`src/rtl/jk_ff_exerciser.sv`:
```
// Self-test sequencer for a JK flip-flop with active-low async set/reset.
// Applies LFSR-derived vectors, tracks the expected q in a reference model, and reports the results.
module jk_ff_exerciser #(
  parameter int          NUM_VEC = 16,
  parameter logic [7:0]  SEED    = 8'hA5
) (
  input  logic       clk,
  input  logic       reset,
  input  logic       start,
  output logic       busy,
  output logic       done,
  output logic       pass,
  output logic [7:0] err_count,
  output logic [7:0] fail_idx,
  output logic       ff_j,
  output logic       ff_k,
  output logic       ff_set,
  output logic       ff_reset,
  input  logic       ff_q,
  input  logic       ff_qb
);

  localparam logic [7:0] SEED_EFF = (SEED == 8'h00) ? 8'h01 : SEED;
  localparam logic [7:0] LAST_IDX = 8'(NUM_VEC - 1);

  typedef enum logic [2:0] {
    S_IDLE,
    S_INIT,
    S_APPLY,
    S_WAIT,
    S_CHECK,
    S_DONE
  } state_t;

  state_t     r_state;
  state_t     w_next;
  logic [7:0] r_lfsr;
  logic [7:0] r_idx;
  logic       r_exp_q;
  logic [7:0] w_lfsr_next;
  logic       w_mismatch;

  // Fibonacci LFSR, taps 8,6,5,4, shifting toward the MSB.
  function automatic logic [7:0] lfsr_step(input logic [7:0] l);
    return {l[6:0], l[7] ^ l[5] ^ l[4] ^ l[3]};
  endfunction

  // Returns {set_n, reset_n, j, k}; set_n and reset_n can never both be low.
  function automatic logic [3:0] vec_decode(input logic [2:0] hi, input logic [1:0] lo);
    return {~&hi, |hi, lo[0], lo[1]};
  endfunction

  function automatic logic ref_next(input logic q, input logic j, input logic k,
                                    input logic set_n, input logic reset_n);
    logic nq;
    nq = q;
    if (!set_n)        nq = 1'b1;
    else if (!reset_n) nq = 1'b0;
    else begin
      case ({j, k})
        2'b01:   nq = 1'b0;
        2'b10:   nq = 1'b1;
        2'b11:   nq = ~q;
        default: nq = q;
      endcase
    end
    return nq;
  endfunction

  function automatic logic [7:0] sat_inc(input logic [7:0] v);
    return (v == 8'hFF) ? v : v + 8'd1;
  endfunction

  assign w_lfsr_next = lfsr_step(r_lfsr);
  assign w_mismatch  = (ff_q != r_exp_q) || (ff_qb != ~ff_q);

  always_ff @(posedge clk) begin
    if (!reset) r_state <= S_IDLE;
    else        r_state <= w_next;
  end

  always_comb begin
    w_next = r_state;
    case (r_state)
      S_IDLE:  if (start) w_next = S_INIT;
      S_INIT:  w_next = S_APPLY;
      S_APPLY: w_next = S_WAIT;
      S_WAIT:  w_next = S_CHECK;
      S_CHECK: w_next = (r_idx == LAST_IDX) ? S_DONE : S_APPLY;
      S_DONE:  if (start) w_next = S_INIT;
      default: w_next = S_IDLE;
    endcase
  end

  // Outputs are registered on the edge that enters each state, so they are valid throughout it.
  always_ff @(posedge clk) begin
    if (!reset) begin
      r_lfsr    <= SEED_EFF;
      r_idx     <= 8'd0;
      r_exp_q   <= 1'b0;
      busy      <= 1'b0;
      done      <= 1'b0;
      pass      <= 1'b0;
      err_count <= 8'd0;
      fail_idx  <= 8'd0;
      ff_j      <= 1'b0;
      ff_k      <= 1'b0;
      ff_set    <= 1'b1;
      ff_reset  <= 1'b1;
    end else begin
      case (r_state)
        S_IDLE, S_DONE: begin
          if (start) begin
            r_lfsr    <= SEED_EFF;
            r_idx     <= 8'd0;
            r_exp_q   <= 1'b0;
            busy      <= 1'b1;
            done      <= 1'b0;
            pass      <= 1'b0;
            err_count <= 8'd0;
            fail_idx  <= 8'd0;
            ff_j      <= 1'b0;
            ff_k      <= 1'b0;
            ff_set    <= 1'b1;
            ff_reset  <= 1'b0;
          end
        end
        S_INIT: {ff_set, ff_reset, ff_j, ff_k} <= vec_decode(r_lfsr[7:5], r_lfsr[1:0]);
        S_APPLY: r_exp_q <= ref_next(r_exp_q, ff_j, ff_k, ff_set, ff_reset);
        S_WAIT: begin
          // Flip-flop has settled on the vector sampled at the edge entering WAIT.
          if (w_mismatch) begin
            err_count <= sat_inc(err_count);
            if (err_count == 8'd0) fail_idx <= r_idx;
          end
        end
        S_CHECK: begin
          r_lfsr <= w_lfsr_next;
          r_idx  <= r_idx + 8'd1;
          if (r_idx == LAST_IDX) begin
            busy     <= 1'b0;
            done     <= 1'b1;
            pass     <= (err_count == 8'd0);
            ff_j     <= 1'b0;
            ff_k     <= 1'b0;
            ff_set   <= 1'b1;
            ff_reset <= 1'b1;
          end else begin
            {ff_set, ff_reset, ff_j, ff_k} <= vec_decode(w_lfsr_next[7:5], w_lfsr_next[1:0]);
          end
        end
        default: ;
      endcase
    end
  end

endmodule

```
`config.mk`:
```
export PLATFORM = sky130hd
export DESIGN_NAME = jk_ff_exerciser
export DESIGN_NICKNAME = d
export VERILOG_FILES = /design/src/rtl/jk_ff_exerciser.sv
export SDC_FILE = /design/constraint.sdc
export NUM_CORES = 1
export LEC_CHECK = 0
export CORE_ASPECT_RATIO = 0.9
export CORE_UTILIZATION = 45
export CTS_BUF_LIST = sky130_fd_sc_hd__clkbuf_16
export DETAILED_ROUTE_END_ITERATION = 12
export PLACE_DENSITY = 0.67
export REMOVE_ABC_BUFFERS = 1
export SYNTH_ARGS = -nofsm -noshare
export SYNTH_HDL_FRONTEND = slang
export SYNTH_SLANG_ARGS = --single-unit
export TNS_END_PERCENT = 20
```
`constraint.sdc`:
```
create_clock -name clk -period 4.35 [get_ports clk]
set_input_delay 0.87 -clock clk [delete_from_list [all_inputs] [get_ports clk]]
set_output_delay 0.87 -clock clk [all_outputs]
set_load 0.03 [all_outputs]
```
==> results of run 1 <==
## through the flow
step,total power [mW],area (sq um),cells,util [%]
after floorplan,0.488,2200,248,-
after global placement,0.523,2570,342,53.2
after detailed placement,0.522,2570,342,53.2
after CTS,0.870,2710,350,56.0
after global routing,0.897,2710,350,56.0
final,0.861,2710,350,56.0
## where the power goes
group	switching [mW]	internal [mW]
sequential	0.0155	0.401
clock	0.139	0.207
combinational	0.0584	0.0398
total	0.213	0.648
## layout by cell type (no fill, tap or decap), types with 3 or more instances in the layout
| cell type | Yosys | final |
|---|---|---|
| dfxtp_1 | 43 | 43 |
| nand2_1 | 32 | 32 |
| clkdlybuf4s50_1 | 0 | 27 |
| a21oi_1 | 19 | 19 |
| nor2_1 | 17 | 17 |
| mux2i_1 | 14 | 14 |
| nand3_1 | 13 | 13 |
| o21ai_0 | 13 | 13 |
| o31ai_1 | 8 | 8 |
| inv_1 | 4 | 6 |
| nor3_1 | 5 | 5 |
| ha_1 | 5 | 5 |
| clkbuf_16 | 0 | 5 |
| or2_2 | 4 | 4 |
| xor2_1 | 4 | 4 |
| nor2b_1 | 4 | 4 |
| o21ai_1 | 4 | 4 |
| nand4_1 | 3 | 3 |
| and3_1 | 3 | 3 |
| xnor2_1 | 3 | 3 |
| o2111ai_1 | 3 | 3 |
## critical path: stages
cell and delay, ns:
clkdlybuf4s50_1 0.45, buf_4 0.27, clkinv_1 0.10, buf_4 0.21, nor2_1 0.52, nand2_1 0.10, mux2i_1 0.16
## cell families after synthesis
kind of cell | count (synthesis) | share of synthesized area [%]
AOI/OAI and AO/OA | 69 | 21.1
xor gates and xnor gates | 7 | 2.71
adders and majority gates | 5 | 2.76
buffers and inverters | 19 | 3.48
DFF | 43 | 38.0
muxes | 14 | 6.19
and+or+nand+nor | 105 | 25.8
## layer usage
layer  GRT usage [%]  routed length (um)  vias to the layer above  share of wire, %
met4            6.20                  61                        0               1.2
met5               0                   0                        -                 0
li1                -                   -                     1013                 -
met3            3.68                 255                        7               5.0
met2            31.9                2280                       55                44
met1            28.0                2530                      928                49
## cell type report
class                      instances  area, sq um
inverter                           5         18.8
timing repair buffer              29          285
tap                               65         81.3
clock inverter                     3         12.5
sequential                        43          861
multi-input combinational        200         1330
clock buffer                       5          125
fill                             455         2130
## sequential cells by signal (all words and copies together) (netlist names), 3 cells and up
name and cells:
err_count 8, fail_idx 8, r_idx 8, r_lfsr 8, r_state 3
## final timing paths
check | from | cells past startpoint | end
setup reg to reg | r_state[1] | 4 | fail_idx[7]
hold / removal | fail_idx[6] | 2 | fail_idx[6]
setup / recovery | reset | 7 | fail_idx[7]
hold reg to reg | fail_idx[6] | 2 | fail_idx[6]
==> flow_summary.toml, run 1 <==
[power]
ir_worst_vdd_mv = 0.202
p_per_area_mw_per_mm2 = 318
leakage_nw = 0.987

[sta]
rsz0062_at_grt = "false"
skew_ns = 0.00327
max_freq_mhz = 401
fin_crit_ns = 2.49
worstMarginPinSlew_ns = 1.02
hold_viol_final = 0
setup-tns-final_ns = 0
worst_slack_ns = 1.86
fin_hold_ws_ns = 0.454
fin_crit_sh_pct = 57.3
relSlewSlack_pct = 31.6
timing.final.max_slew_violations = 0
setup_viol = 0

[floorplanning]
num_io_pins = 28
start_util_pct = 46.8
die_area_sq_mm = 0.00532
core-area_sq_mm = 0.00483
die_x_um = 76.8
die_h_um = 69.3
row_count = 24

[global_route]
grt_max_degree = 27
grt_usage_pct = 20.3
grt_overflow = 0
grt_pass1_wl_mm = 8.77
grt_pass1_vias = 1859
antenna_found_initial = 0

[clock_network]
clockBufferDepth = 2
cts_max_level = 2
cts_root_buf = "clkbuf_16"
clk_latency_ns = 0.28
cts_tree = "done"
cts_buffers = 5
cts_resized = 0
clock-sinks = 43
postCtsHoldBufs = 0
cts_setup_buffers = 0
clkTransAtPathRegs_ns = 0.06

[placement]
place_ws_ns = 1.56
place_congestion = 0.818
port_buffers = 27
dpl.hpwl_mm = 3.42

[critical_path]
worst-setup-path-type = "in -> reg"
cp.arrival_ns = 2.69
rrSetupSlack_ns = 2.10
cp.required_ns = 4.55
cp_max_fo = 26
worstSetupEndpointType = "register"
crit_path_start_kind = "input pin"

[logic_synthesis]
synth_area_sq_mm = 0.00226
synth_edf_count = 0
ys.flop_type = "dfxtp_1"
synthCells = 262
synth_seq_area_share_pct = 38.0
yosysMostFrequentCell = "dfxtp_1"
synth-seq-cells = 43
postSynthAreaPerCell_sq_um = 8.64
async_flop_share_pct = 0
yosysTopAreaCell = "dfxtp_1"
yosysUniqueCellTypes = 57
synth_top_area_share_pct = 38.0
yosysWarnings = 0
yosys-top-cells-count = "dfxtp_1, nand2_1, a21oi_1"
yosys-top-cells-area = "dfxtp_1, mux2i_1, nand2_1"

[route]
wl_per_cell_um = 14.7
vias_per_cell = 5.72
drtIter0Drc = 117
drtPass1Iterations = 4
drc = 0
via_count = 2003
totalWireLength_mm = 5.14
drtAntennaViolNets = 0

[finish]
area_growth_pct = 19.6
n_antenna_cell = 0
nets = 294
drive_gt1_share_pct = 7.37

[outcome]
status = "finished clean"

[run]
drv_cap = 0

[hold_path]
hold_path_class = "reg -> reg"
(Power assumes the default switching activity.)
==> inputs of run 2 (changes only) <==
PLACE_DENSITY = 0.69   (was 0.67)
clock period = 2.05 ns   (was 4.35 ns; I/O delays follow)
==> flow_summary.toml, run 2 (synthesis gave the netlist of run 1 again) <==
[clock_network]
clock-sinks = 43
cts_resized = 0
cts_buffers = 5
cts_tree = "done"
clockBufferDepth = 2
cts_root_buf = "clkbuf_16"
postCtsHoldBufs = 0
cts_setup_buffers = 0
cts_max_level = 2
clk_latency_ns = 0.28
clkTransAtPathRegs_ns = 0.06

[global_route]
grt_pass1_wl_mm = 9.25
grt_usage_pct = 21.5
grt_pass1_vias = 1935
grt_max_degree = 26
antenna_found_initial = 0
grt_overflow = 0

[sta]
setup_viol = 0
skew_ns = 0.00299
fin_crit_sh_pct = 95.1
timing.final.max_slew_violations = 0
relSlewSlack_pct = 73.2
setup-tns-final_ns = 0
worstMarginPinSlew_ns = 0.399
max_freq_mhz = 513
fin_crit_ns = 1.95
hold_viol_final = 0
rsz0062_at_grt = "false"

[placement]
place_congestion = 0.825
placed_area_sq_mm = 0.00270
port_buffers = 27
dpl.hpwl_mm = 3.62

[outcome]
status = "finished clean"

[finish]
utilization_pct = 58.9
n_antenna_cell = 0
drive_gt1_share_pct = 12.6
area_growth_pct = 25.6
final_common_cell = "dfxtp_1"
fin_area_sq_mm = 0.00285
mostFrequentLayoutCells = "dfxtp_1, nand2_1, clkdlybuf4s50_1"
nets = 310

[route]
drtAntennaViolNets = 0
vias_per_cell = 5.62
drtPass1Iterations = 7
totalWireLength_mm = 5.27
via_count = 2057
drc = 0
wl_per_cell_um = 14.4
drtIter0Drc = 170

[floorplanning]
die_h_um = 69.3
core-area_sq_mm = 0.00483
die_x_um = 76.8
row_count = 24
num_io_pins = 28
start_util_pct = 46.8
die_area_sq_mm = 0.00532

[critical_path]
cp_top_family = "buffers and inverters"
rrSetupSlack_ns = 0.19
cp.arrival_ns = 1.54
crit_slowest_cell = "clkdlybuf4s50_1"
worst-setup-path-type = "reg -> out"
crit_path_start_kind = "register"
worstSetupEndpointType = "output pin"
crit_path_cell_trace = "clkdlybuf4s50_1"
cp_max_fo = 8
cp.required_ns = 1.64
critPathBufInv = 1
slowest_delay_ns = 0.74

[hold_path]
hold_path_class = "reg -> reg"

[power]
ir_worst_vdd_mv = 0.475
leakage_nw = 1.07
p_per_area_mw_per_mm2 = 665
power.total_mw = 1.89

[run]
drv_cap = 0
==> run 2: cell types whose count changed in the layout (fill, tap and decap cells not counted) <==
cell        delta
buf_12         +1
buf_4         +15
clkinvlp_4     +1
inv_1          -1
==> run 2: metrics by stage <==
step	setup WS [ns]	cells	hold slack, ns
2_1_floorplan	0.153	248	0.432
3_3_place_gp	-0.0248	358	0.444
3_5_place_dp	-0.0497	358	0.450
4_1_cts	0.103	366	0.464
5_1_grt	0.0350	366	0.487
6_report	0.101	366	0.455
==> run 2: area by class of cell <==
type / instances / area [sq um]
Fill cell: 445 / 1990
Multi-Input combinational cell: 200 / 1330
Sequential cell: 43 / 861
Timing Repair Buffer: 45 / 418
Clock buffer: 5 / 125
Tap cell: 65 / 81.3
Inverter: 5 / 18.8
Clock inverter: 3 / 16.3
==> run 2: tightest hold or removal path, cell delays in order, from the launching register on <==
cell	delay, ns
dfxtp_1	0.30
nand2_1	0.05
mux2i_1	0.05
==> run 2: path summary, 6_finish.rpt <==
| path | from | to | depth (start not counted) |
|---|---|---|---|
| worst min register to register | fail_idx[0] | fail_idx[0] | 2 |
| worst min-delay path | fail_idx[0] | fail_idx[0] | 2 |
| worst max register to register | err_count[0] | fail_idx[0] | 7 |
| worst max-delay path | err_count[2] | err_count[2] | 1 |
==> run 2: power by group <==
group	total (mW)	leakage, nW	switching (mW)	internal, mW
Sequential	0.869	0.348	0.0180	0.851
Clock	0.765	0.0710	0.321	0.444
Combinational	0.258	0.647	0.144	0.114
==> run 2: metal layers <==
metal,routed length (um),vias up,GRT usage (%)
met5,0,-,0
met4,49,0,5.77
met3,237,8,5.26
met2,2330,41,31.3
met1,2650,963,31.4
li1,-,1045,-
